## config.mk

```make
export PLATFORM = sky130hd
export DESIGN_NAME = xadc_multichannel_packetizer
export DESIGN_NICKNAME = d
export VERILOG_FILES = /design/src/rtl/xadc_multichannel_packetizer.sv
export SDC_FILE = /design/constraint.sdc
export NUM_CORES = 1
export LEC_CHECK = 0
export CAP_MARGIN = 20
export CELL_PAD_IN_SITES_DETAIL_PLACEMENT = 1
export CELL_PAD_IN_SITES_GLOBAL_PLACEMENT = 2
export CORE_MARGIN = 1
export CORE_UTILIZATION = 33
export CTS_CLUSTER_DIAMETER = 50
export CTS_CLUSTER_SIZE = 28
export DETAILED_ROUTE_END_ITERATION = 10
export HOLD_SLACK_MARGIN = 0.02
export PLACE_DENSITY_LB_ADDON = 0.12
export SLEW_MARGIN = 20
export SYNTH_ARGS = -nofsm -noshare
export SYNTH_HDL_FRONTEND = slang
export SYNTH_SLANG_ARGS = --single-unit
export TNS_END_PERCENT = 50
```

## constraint.sdc

```tcl
create_clock -name clk -period 2.2 [get_ports clk]
set_input_delay 0.22 -clock clk [delete_from_list [all_inputs] [get_ports clk]]
set_output_delay 0.22 -clock clk [all_outputs]
set_load 0.02 [all_outputs]
```

## src/rtl/xadc_multichannel_packetizer.sv

```systemverilog
// Multichannel XADC snapshot packetizer: captures all enabled channels at once
// and emits type, seq, mask, sample bytes and XOR checksum as a framed stream.
module xadc_multichannel_packetizer #(
    parameter int          NUM_CHANNELS = 2,
    parameter int          IN_WIDTH     = 16,
    parameter int          SAMPLE_LSB   = 4,
    parameter int          SAMPLE_WIDTH = 12,
    parameter logic [7:0]  PACKET_TYPE  = 8'h01
) (
    input  logic                           clk,
    input  logic                           rst,
    input  logic [NUM_CHANNELS-1:0]        channel_enable,
    input  logic [NUM_CHANNELS*IN_WIDTH-1:0] in_tdata,
    input  logic [NUM_CHANNELS-1:0]        in_tvalid,
    output logic [NUM_CHANNELS-1:0]        in_tready,
    output logic [7:0]                     out_tdata,
    output logic                           out_tvalid,
    input  logic                           out_tready,
    output logic                           out_tlast,
    output logic [7:0]                     seq_num,
    output logic                           busy
);

    localparam int CW = (NUM_CHANNELS > 1) ? $clog2(NUM_CHANNELS) : 1;

    typedef enum logic [2:0] {
        IDLE, HDR, SEQ, MASK, SAMPLE_HI, SAMPLE_LO, CSUM
    } state_t;

    state_t                  state;
    logic [SAMPLE_WIDTH-1:0] samp_q [NUM_CHANNELS];
    logic [NUM_CHANNELS-1:0] mask_q;
    logic [CW-1:0]           ch_q;
    logic [7:0]              csum_q;
    logic [7:0]              seq_q;

    logic                    all_ready;
    logic                    accept;
    logic [CW-1:0]           first_ch;
    logic [CW-1:0]           next_ch;
    logic                    has_next;
    logic [7:0]              mask_byte;
    logic                    unused_bits;

    function automatic logic [7:0] hi_byte(input logic [SAMPLE_WIDTH-1:0] s);
        logic [15:0] e;
        e = '0;
        e[SAMPLE_WIDTH-1:0] = s;
        return e[15:8];
    endfunction

    function automatic logic [7:0] lo_byte(input logic [SAMPLE_WIDTH-1:0] s);
        return s[7:0];
    endfunction

    assign all_ready = (channel_enable != '0) &&
                       ((in_tvalid & channel_enable) == channel_enable);
    assign in_tready = (state == IDLE && all_ready) ? channel_enable : '0;
    assign accept    = out_tvalid & out_tready;
    assign busy      = (state != IDLE);
    assign seq_num   = seq_q;
    assign unused_bits = ^in_tdata;

    always_comb begin
        mask_byte = '0;
        mask_byte[NUM_CHANNELS-1:0] = mask_q;
    end

    // Lowest set mask bit overall, and lowest set bit above the current channel.
    always_comb begin
        first_ch = '0;
        next_ch  = '0;
        has_next = 1'b0;
        for (int i = NUM_CHANNELS - 1; i >= 0; i--) begin
            if (mask_q[i]) begin
                first_ch = CW'(i);
                if (i > int'(ch_q)) begin
                    next_ch  = CW'(i);
                    has_next = 1'b1;
                end
            end
        end
    end

    always_ff @(posedge clk or negedge rst) begin
        if (!rst) begin
            state      <= IDLE;
            out_tdata  <= '0;
            out_tvalid <= 1'b0;
            out_tlast  <= 1'b0;
            seq_q      <= '0;
            mask_q     <= '0;
            ch_q       <= '0;
            csum_q     <= '0;
            for (int i = 0; i < NUM_CHANNELS; i++) samp_q[i] <= '0;
        end else begin
            unique case (state)
                IDLE: begin
                    if (all_ready) begin
                        for (int i = 0; i < NUM_CHANNELS; i++)
                            samp_q[i] <= in_tdata[i*IN_WIDTH+SAMPLE_LSB +: SAMPLE_WIDTH];
                        mask_q     <= channel_enable;
                        csum_q     <= '0;
                        out_tdata  <= PACKET_TYPE;
                        out_tvalid <= 1'b1;
                        out_tlast  <= 1'b0;
                        state      <= HDR;
                    end
                end
                HDR: if (accept) begin
                    csum_q    <= csum_q ^ out_tdata;
                    out_tdata <= seq_q;
                    state     <= SEQ;
                end
                SEQ: if (accept) begin
                    csum_q    <= csum_q ^ out_tdata;
                    out_tdata <= mask_byte;
                    state     <= MASK;
                end
                MASK: if (accept) begin
                    csum_q    <= csum_q ^ out_tdata;
                    ch_q      <= first_ch;
                    out_tdata <= hi_byte(samp_q[first_ch]);
                    state     <= SAMPLE_HI;
                end
                SAMPLE_HI: if (accept) begin
                    csum_q    <= csum_q ^ out_tdata;
                    out_tdata <= lo_byte(samp_q[ch_q]);
                    state     <= SAMPLE_LO;
                end
                SAMPLE_LO: if (accept) begin
                    csum_q <= csum_q ^ out_tdata;
                    if (has_next) begin
                        ch_q      <= next_ch;
                        out_tdata <= hi_byte(samp_q[next_ch]);
                        state     <= SAMPLE_HI;
                    end else begin
                        out_tdata <= csum_q ^ out_tdata;
                        out_tlast <= 1'b1;
                        state     <= CSUM;
                    end
                end
                CSUM: if (accept) begin
                    seq_q      <= seq_q + 8'd1;
                    out_tdata  <= '0;
                    out_tvalid <= 1'b0;
                    out_tlast  <= 1'b0;
                    state      <= IDLE;
                end
                default: state <= IDLE;
            endcase
        end
    end

endmodule

```

# == Word level (Yosys, flattened, before mapping) ==
# Cells that the tools add are included.
# classes
n_addsub,1
order_cmp,4
n_eq_ne,17
mux,46
bitwise_logic,6
reduce_logical,19
# ops
op,n
8-bit 2-to-1 mux,13
12-bit 2-to-1 mux,6
8-bit one-hot mux with 7 select lines,1
3-bit 2-to-1 mux,7
3-bit one-hot mux with 7 select lines,1
2-bit inequality test (second input constant),9
8-bit one-hot mux with 2 select lines,1
1-bit 2-to-1 mux,12
3-bit equality test (second input constant),3
8-bit by 1-bit adder with 8-bit output (second input constant),1
8-bit AND reduction,1
2-bit nonzero test,4
8-bit XOR,1
7-bit AND reduction,1
7-bit nonzero test,1
3-bit by 2-bit equality test with 1-bit output (second input constant),2
2-bit >= comparator (second input constant),3
1-bit NOT with 2-bit output,3
3-bit AND reduction,2
3-bit nonzero test,2
5-bit AND reduction,1
5-bit OR reduction,1
2-bit 2-to-1 mux,2
1-bit one-hot mux with 2 select lines,2
11 further kinds,13
# word_totals
register_bits,56
inputBits,39
output_inout_bits,21
word_cells,103

# == Longest topological paths before layout ==
# Gate-level depths: netlist of run 1.
# logic_depth
ltp_word,10
ltp_mapped,8
depth_no_buf,6

# == Least setup slack after synthesis of run 1 ==
# No wires, ideal clock.
# synth_timing
path_kind,reg-to-output
start,register state[0]
end,output in_tready[1]
t_arrival_ns,1.428
required_ns,1.980
setup_slack_ns,0.552
path_stages_with_launch,7
n_path_buf,2
path_cell_list,dfrtp_1 buf_6 nor3_4 inv_2 nor2_4 buf_4 and2_1
# synth_between
elab_chain_cells,3
# synth_rtl
element,line_no,source
"start, declared",30,state_t state;
"start signal, assigned",87,state <= IDLE;
"start signal, assigned",107,state <= HDR;
"start signal, assigned",113,state <= SEQ;
3-bit logical NOT,58,assign in_tready = (state == IDLE && all_ready) ? channel_enable : '0;
1-bit logical AND,58,
2-bit 2-to-1 mux,58,
"end, declared",15,"output logic [NUM_CHANNELS-1:0] in_tready,"
# No other way between the ends.

# == Worst setup path after layout of run 1 ==
# layout_timing
start,register state[0]
end,output in_tready[0]
# Same word-level chain as after synthesis.

==> summary by stage, run 1 <==
Global routing
The initial antenna violation count is 0. The first global-routing pass estimated 12810 µm of wire. The number of global-route vias before repair is 2363. Global routing finished with a remaining overflow of 0.

In the global route stage, overall resource usage came out at 0.1732. The pin count of the biggest net entering global routing is 29.

Synthesis
In the synthesized netlist the dominant register cell turns out to be sky130_fd_sc_hd__dfrtp_1. After technology mapping, the gate count stands at 265. The number of warnings issued by yosys is 0. The number of register bits inferred by synthesis is 56. The synthesized net count is 305. The synthesized area per cell is 11.16 µm². The number of enable-type register cells in the synthesized netlist is 0.

After synthesis the cells add up to 2958 µm². The sequential area share after synthesis is 0.4738. In this run, distinct cell masters in the synthesized netlist total 56.

Counting flops with an async set or reset pin after synthesis yields a share of 1.000.

Routing
The wire length per cell is 17.55 µm. The detail-routed via count per cell is 5.207. The count of unresolved DRC violations after routing is 0.

The number of nets still failing antenna checks after routing is 0. The routed layout has 2260 vias. After the first detailed-routing iteration, the DRC count stood at 53. The iteration count of the initial detailed-routing pass is 4. The total wire length after detailed routing is 7618 µm.

Worst setup path
The category of the worst setup path capture point is an output port. The type of the worst setup path is register to output port. Walking the worst path, the cells encountered are nor3_4 -> inv_2 -> nor2_4 -> and2_1 -> dlygate4sd2_1. STA puts the critical path data required time at 1.98 ns. The startpoint kind of the worst setup timing path is a register. The worst-case reg-to-reg path depth is 6.

The source of the worst register-to-register timing path is state[0]. The critical-path cell with the highest stage delay is sky130_fd_sc_hd__dfrtp_1. The kind of cell adding the most delay to the critical path is simple AND/OR/NAND/NOR gates.

Along the worst path, the maximum fanout reaches 6. The largest stage delay on the critical path is 0.42 ns. In this run the critical register-to-register path is captured at out_tdata[2]. The slack of the worst reg-to-reg path is 0.34 ns. The endpoint arrival time on the critical path is 1.82 ns. The critical path contains buffers and inverters numbering 2 combined.

Placed design
The count of buffers inserted at the top-level ports is 51. Counting tap cells, the placed design contains a total of 425 instances. Once placement finished, the instance area stood at 3613 µm².

The detailed placer's ending HPWL is 5643 µm. The worst slack at placement is 0.03130 ns. At the end of routability-driven placement, the weighted congestion stood at 0.7754.

Power and ir drop
Across the VDD grid, the largest voltage drop is 0.0004228 V. Total power for the finished layout comes to 4.809 mW. The static leakage is 1.482 nW. Power spread over the standard cell area amounts to 1296 nW/µm².

STA
Setup repair after global routing left no endpoint under its margin. Counting I/O delays and the setup requirement, the final critical path takes 2.040 ns. For the final database, setup skew stands at 0.009681 ns. The worst slew margin relative to its limit is 0.5346. The final setup slack of the worst path is 0.1600 ns. In the finished design, the share of the clock period the worst path needs comes to 0.9273. The number of failing setup endpoints in the final timing report is 0. The fmax is 490.2 MHz. The number of pins exceeding their max-slew limit in the final report is 0. The final-layout worst hold slack is 0.4871 ns. The pin slew with the least headroom to its limit is 0.6981 ns.

The number of hold violations in the final report is 0. Summed over all failing endpoints, the final setup total negative slack is 0 ns.

Finish
The number of fill cells in the layout is 964. Of the cells placed in the final design, the portion with a size suffix greater than 1 is 0.1963. The final non-filler cell total is 434. The utilization after layout is 0.4276. The area growth from synthesis to layout is 25.47%. The number of diodes is 0. The net count reported at finish is 365. After routing the design area is 3711 µm².

Floorplan
The placeable core region is 8678 µm². From left edge to right edge, the die measures 96.68 µm. The die covers 9346 µm². In this run the vertical extent of the chip is 96.68 µm.

The initial utilization of the core area, before any placement, comes to 0.3408. 60 I/O pins were placed. The total number of placement rows is 34.

CTS
After clock tree synthesis, the setup repair step added 0 buffers. The CTS root buffer is sky130_fd_sc_hd__clkbuf_8. The clock slew seen by the registers of the worst setup and hold paths is 0.10 ns.

The clock drives 56 sinks. The H-tree depth is 2. The CTS tree is yes.

The clock reaches the later pin of the worst-skew pair after 0.31 ns. The number of buffers between clock root and the deepest sink is 2. The number of buffers created by CTS is 5.

Status
The run finished with clean final reports.

Hold path
The path type of the worst min-delay path is input port to async pin.

Run
The reported max-cap violation count is 0.
## repair_timing
action / 4_1_cts / 5_1_grt
hold buffers: 1 / 0
endpoints found under the hold margin: 26 / 0
setup endpoints to repair: 2 / 0
resized for setup: 2 / 0
## how the worst max path moves through the flow
stage | start | to | slack [ns] | depth (start not counted)
CTS | state[0] | in_tready[0] | 0.14 | 5
detailed placement | channel_enable[0] | in_tready[0] | 0.03 | 6
global route | state[0] | in_tready[0] | 0.05 | 5
global placement | channel_enable[0] | in_tready[0] | 0.06 | 6
finish | state[0] | in_tready[0] | 0.16 | 5
floorplan | state[0] | in_tready[1] | 0.55 | 6
## placed cells by master (no fill, tap or decap), types with 2 or more instances in the layout
master                             n
sky130_fd_sc_hd__dfrtp_1          56
sky130_fd_sc_hd__clkdlybuf4s50_1  48
sky130_fd_sc_hd__mux2_2           20
sky130_fd_sc_hd__nand2_1          18
sky130_fd_sc_hd__buf_4            14
sky130_fd_sc_hd__a21oi_1          13
sky130_fd_sc_hd__nor2_1           12
sky130_fd_sc_hd__a221oi_1          9
sky130_fd_sc_hd__o21ai_1           9
sky130_fd_sc_hd__o2bb2ai_1         9
sky130_fd_sc_hd__xnor2_1           8
sky130_fd_sc_hd__o21ai_0           8
sky130_fd_sc_hd__nor3_1            8
sky130_fd_sc_hd__mux2_1            7
sky130_fd_sc_hd__mux2i_1           7
sky130_fd_sc_hd__inv_1             6
sky130_fd_sc_hd__nand3_1           5
sky130_fd_sc_hd__nor2b_1           5
sky130_fd_sc_hd__clkbuf_8          5
sky130_fd_sc_hd__nand2b_1          4
sky130_fd_sc_hd__and2_1            3
sky130_fd_sc_hd__o211ai_1          3
sky130_fd_sc_hd__nand4_1           3
sky130_fd_sc_hd__inv_2             2
sky130_fd_sc_hd__nor2_4            2
sky130_fd_sc_hd__nor3b_1           2
sky130_fd_sc_hd__o221ai_2          2
sky130_fd_sc_hd__a221o_1           2
sky130_fd_sc_hd__xor2_1            2
sky130_fd_sc_hd__dlygate4sd2_1     2
## routing by layer
metal	vias to the layer above	track usage	share of wire
met3	4	0.03035	0.034
met2	47	0.2806	0.46
met5	-	0	0
met1	1119	0.2449	0.50
met4	0	0.03100	0.0075
li1	1090	-	-
## synthesized netlist by cell type (6+ instances only)
cell type,count,area (µm²)
sky130_fd_sc_hd__mux2i_1,7,70.07
sky130_fd_sc_hd__xnor2_1,8,70.07
sky130_fd_sc_hd__mux2_1,7,78.83
sky130_fd_sc_hd__nor3_1,8,40.04
sky130_fd_sc_hd__o21ai_0,8,40.04
sky130_fd_sc_hd__inv_1,6,22.52
sky130_fd_sc_hd__o2bb2ai_1,9,78.83
sky130_fd_sc_hd__nor2_1,12,45.04
sky130_fd_sc_hd__dfrtp_1,56,1401
sky130_fd_sc_hd__a21oi_1,13,65.06
sky130_fd_sc_hd__mux2_2,20,225.2
sky130_fd_sc_hd__a221oi_1,9,78.83
sky130_fd_sc_hd__nand2_1,18,67.56
sky130_fd_sc_hd__o21ai_1,9,45.04
## power by group
part | internal [mW] | total (mW) | switching, mW | leakage (nW)
clock | 0.227 | 0.582 | 0.355 | 0.0445
sequential | 1.48 | 1.84 | 0.366 | 0.685
combinational | 1.09 | 2.38 | 1.29 | 0.752
## flip-flops by register name (all words and copies together) (netlist names)
signal / flops
samp_q: 24
csum_q: 8
out_tdata: 8
seq_num: 8
state: 3
mask_q: 2
ch_q: 1
out_tlast: 1
out_tvalid: 1
## cell families (layout without fill, tap and decap cells)
group	count (synthesis)	in the layout	share of synthesized area
simple gates	75	75	0.1493
mux	34	34	0.1265
flops	56	56	0.4738
fa+ha+maj	1	1	0.004229
buf+inv	22	83	0.04738
xor+xnor	10	10	0.02961
compound gates	67	67	0.1692
## layout make-up
cell class | instances | area [µm²] | share of cell area
flip-flops and latches | 56 | 1401 | 0.3776
clock buffers | 5 | 68.82 | 0.01854
repair buffers | 67 | 638.1 | 0.1719
inverters | 8 | 30.03 | 0.008092
multi-input cells | 187 | 1416 | 0.3817
well taps | 108 | 135.1 | 0.03641
clock inverters | 3 | 21.27 | 0.005732
No activity file was read; power rests on OpenSTA's default activity.
==> inputs of run 2 (changes only) <==
--- a/config.mk
+++ b/config.mk
@@ -14,7 +14,7 @@
 export CTS_CLUSTER_SIZE = 28
 export DETAILED_ROUTE_END_ITERATION = 10
 export HOLD_SLACK_MARGIN = 0.02
-export PLACE_DENSITY_LB_ADDON = 0.12
+export PLACE_DENSITY = 0.85
 export SLEW_MARGIN = 20
 export SYNTH_ARGS = -nofsm -noshare
 export SYNTH_HDL_FRONTEND = slang
==> constraint.sdc (replaced) <==
create_clock -name clk -period 2.2 [get_ports clk]
set_input_delay 0.22 -clock clk [delete_from_list [all_inputs] [get_ports clk]]
set_output_delay 0.22 -clock clk [all_outputs]
set_load 0.005 [all_outputs]
==> summary by stage, run 2 (synthesized netlist as in run 1, its figures left out) <==
Worst setup path
The most critical setup path has its startpoint at state[0]. The endpoint arrival time on the critical path is 1.89 ns (+0.07 ns). The source of the worst register-to-register timing path is state[0]. The category of the worst setup path capture point is an output port. The largest stage delay on the critical path was 0.49 ns (+0.07 ns). On the critical path, the stage with the largest delay is an instance of sky130_fd_sc_hd__clkdlybuf4s50_1.

The kind of cell adding the most delay to the critical path is buffers and inverters. The required time at the endpoint of the critical path is 1.98 ns (about the same). The worst setup path is launched from a register. The highest net fanout along the worst path is 6 (unchanged). The worst setup path is of the register to output port kind. The slack of the worst reg-to-reg path is 0.31 ns (-0.03 ns). The critical path goes through nor3_4 -> inv_4 -> nor2_4 -> and2_4 -> clkdlybuf4s50_1.

The worst path buffer plus inverter count came to 2 (unchanged).

Finish
The layout cell share with drive strength beyond 1 came to 0.1969 (+0.0006041). The area occupied by multi-input gates is 1419 µm² (+0.18%). The number of diodes was 0 (unchanged).

The library cell used most frequently in the layout, excluding fill and tap cells, is sky130_fd_sc_hd__dfrtp_1. Compared with the post-synthesis result, the final layout area differs by 26.31%. The top cell types in the final layout, fill and taps aside, are sky130_fd_sc_hd__dfrtp_1 (56), sky130_fd_sc_hd__clkdlybuf4s50_1 (50), sky130_fd_sc_hd__mux2_2 (20). The area of all sequential standard cells is 1401 µm² (unchanged). The largest register by flop count is samp_q.

The number of fill cells in the layout was 952 (-1.2%). The flip-flop count of the largest register after layout is 24 (unchanged). The net count reported at finish is 364 (-0.27%).

STA
Setup repair after global routing left no endpoint under its margin. The setup clock skew after layout is 0.007225 ns (-0.002456 ns). The final period demand of the worst path is 2.115 ns (+0.07479 ns). The number of hold violations in the final report is 0 (unchanged). The setup TNS after final layout is 0 ns (unchanged).

The period utilization was 0.9613 (+0.03400). The fmax came to 472.9 MHz (-3.5%). The number of failing setup endpoints in the final timing report came to 0 (unchanged).

The worst slew margin relative to its limit is 0.5660 (+0.03138). The final setup slack of the worst path is 0.08520 ns (-0.07479 ns). The number of pins exceeding their max-slew limit in the final report came to 0 (unchanged). The pin slew with the least headroom to its limit is 0.6510 ns (-0.04707 ns).

Global routing
The initial antenna violation count is 0 (unchanged). The pin count of the biggest net entering global routing is 31 (+6.9%). The wire length of the first global-routing pass is 12810 µm (about the same). The remaining global-route overflow is 0 (unchanged). The total global routing track utilization is 0.1725 (-0.0006426). The number of global-route vias before repair came to 2361 (-0.085%).

CTS
The CTS tree is yes. The number of buffers between clock root and the deepest sink was 2 (unchanged). The CTS root buffer is sky130_fd_sc_hd__clkbuf_8. The insertion delay to the later sink of the worst-skew pair is 0.32 ns (about the same). The clock slew seen by the registers of the worst setup and hold paths came to 0.11 ns (about the same). The number of buffers created by CTS was 5 (unchanged). The H-tree depth is 2 (unchanged). The number of sinks handled by clock tree synthesis is 56 (unchanged).

Floorplan
The floorplan die height is 96.68 µm (unchanged). The placeable core region was 8678 µm² (unchanged). The area of the die is 9346 µm² (unchanged). The total number of placement rows is 34 (unchanged). The die span in x is 96.68 µm (unchanged). The number of top-level pins is 60 (unchanged). The effective utilization at floorplan was 0.3408 (unchanged).

Power and ir drop
The power density over cell area was 1303 nW/µm² (+0.52%). The worst vdd rail ir drop came to 0.0003904 V (-7.7%). The static leakage is 1.483 nW (about the same).

Routing
The iteration count of the initial detailed-routing pass is 4 (unchanged). The wire length per cell was 17.60 µm (+0.24%). The number of nets still failing antenna checks after routing came to 0 (unchanged).

The routed via count is 2273 (+0.58%). The violation count after the first detailed-routing iteration is 44 (-17%). The detail-routed via count per cell is 5.249 (+0.81%). The total wire length after detailed routing is 7619 µm (about the same). The count of unresolved DRC violations after routing is 0 (unchanged).

Placed design
The detailed placer's ending HPWL was 5704 µm (+1.1%). The worst slack at placement came to 0.09590 ns (+0.06460 ns). The final RePlAce weighted congestion was 0.7910 (+2.0%). The count of buffers inserted at the top-level ports is 51 (unchanged).

Run
The reported max-cap violation count was 0 (unchanged).

Status
The flow ran to the end, and the final reports show no timing, DRC or antenna violations.

Hold path
The worst hold path belongs to the class input port to async pin.
run 2: power breakdown:
group | switching [mW] | leakage [nW] | internal [mW]
combinational | 1.17 | 0.743 | 1.11
clock | 0.372 | 0.0548 | 0.344
sequential | 0.394 | 0.685 | 1.48
total | 1.93 | 1.48 | 2.93
run 2: what timing repair did:
| item | in CTS | in global routing |
|---|---|---|
| buffers inserted | 1 | 2 |
| setup endpoints to repair | 2 | 2 |
| pin swaps | 1 | 1 |
| resized for setup | 0 | 2 |
| hold buffers | 1 | 0 |
| hold endpoints to repair | 26 | 0 |
run 2: path summary, 6_finish.rpt:
check	to	depth (start not counted)
max in group asynchronous	out_tdata[2]	3
min in group clk	samp_q[3]	2
setup reg to reg	out_tdata[2]	7
hold / removal	state[0]	2
setup / recovery	in_tready[0]	5
hold reg to reg	samp_q[1]	1
run 2: layout make-up:
| class | count | area share |
|---|---|---|
| clock inverters | 3 | 0.01239 |
| well taps | 108 | 0.03617 |
| inverters | 8 | 0.008707 |
| repair buffers | 66 | 0.1695 |
| multi-input cells | 187 | 0.3798 |
| clock buffers | 5 | 0.01842 |
| flip-flops and latches | 56 | 0.3751 |
run 2: metrics by stage:
stage                     power [mW]  hold slack [ns]  cell area, µm²  cells    util
after floorplan                3.390         -0.07559            2958    265       -
after global placement         4.033           0.2813            3583    421  0.4129
after detailed placement       4.148           0.2899            3583    421  0.4129
after CTS                      4.886           0.4837            3716    431  0.4282
after global routing           5.233           0.4859            3736    433  0.4305
final                          4.867           0.4567            3736    433  0.4305
run 2: metal layers:
metal | part of all wire | track usage
met4 | 0.011 | 0.04707
met5 | 0 | 0
met1 | 0.48 | 0.2436
met3 | 0.030 | 0.02673
met2 | 0.48 | 0.2752
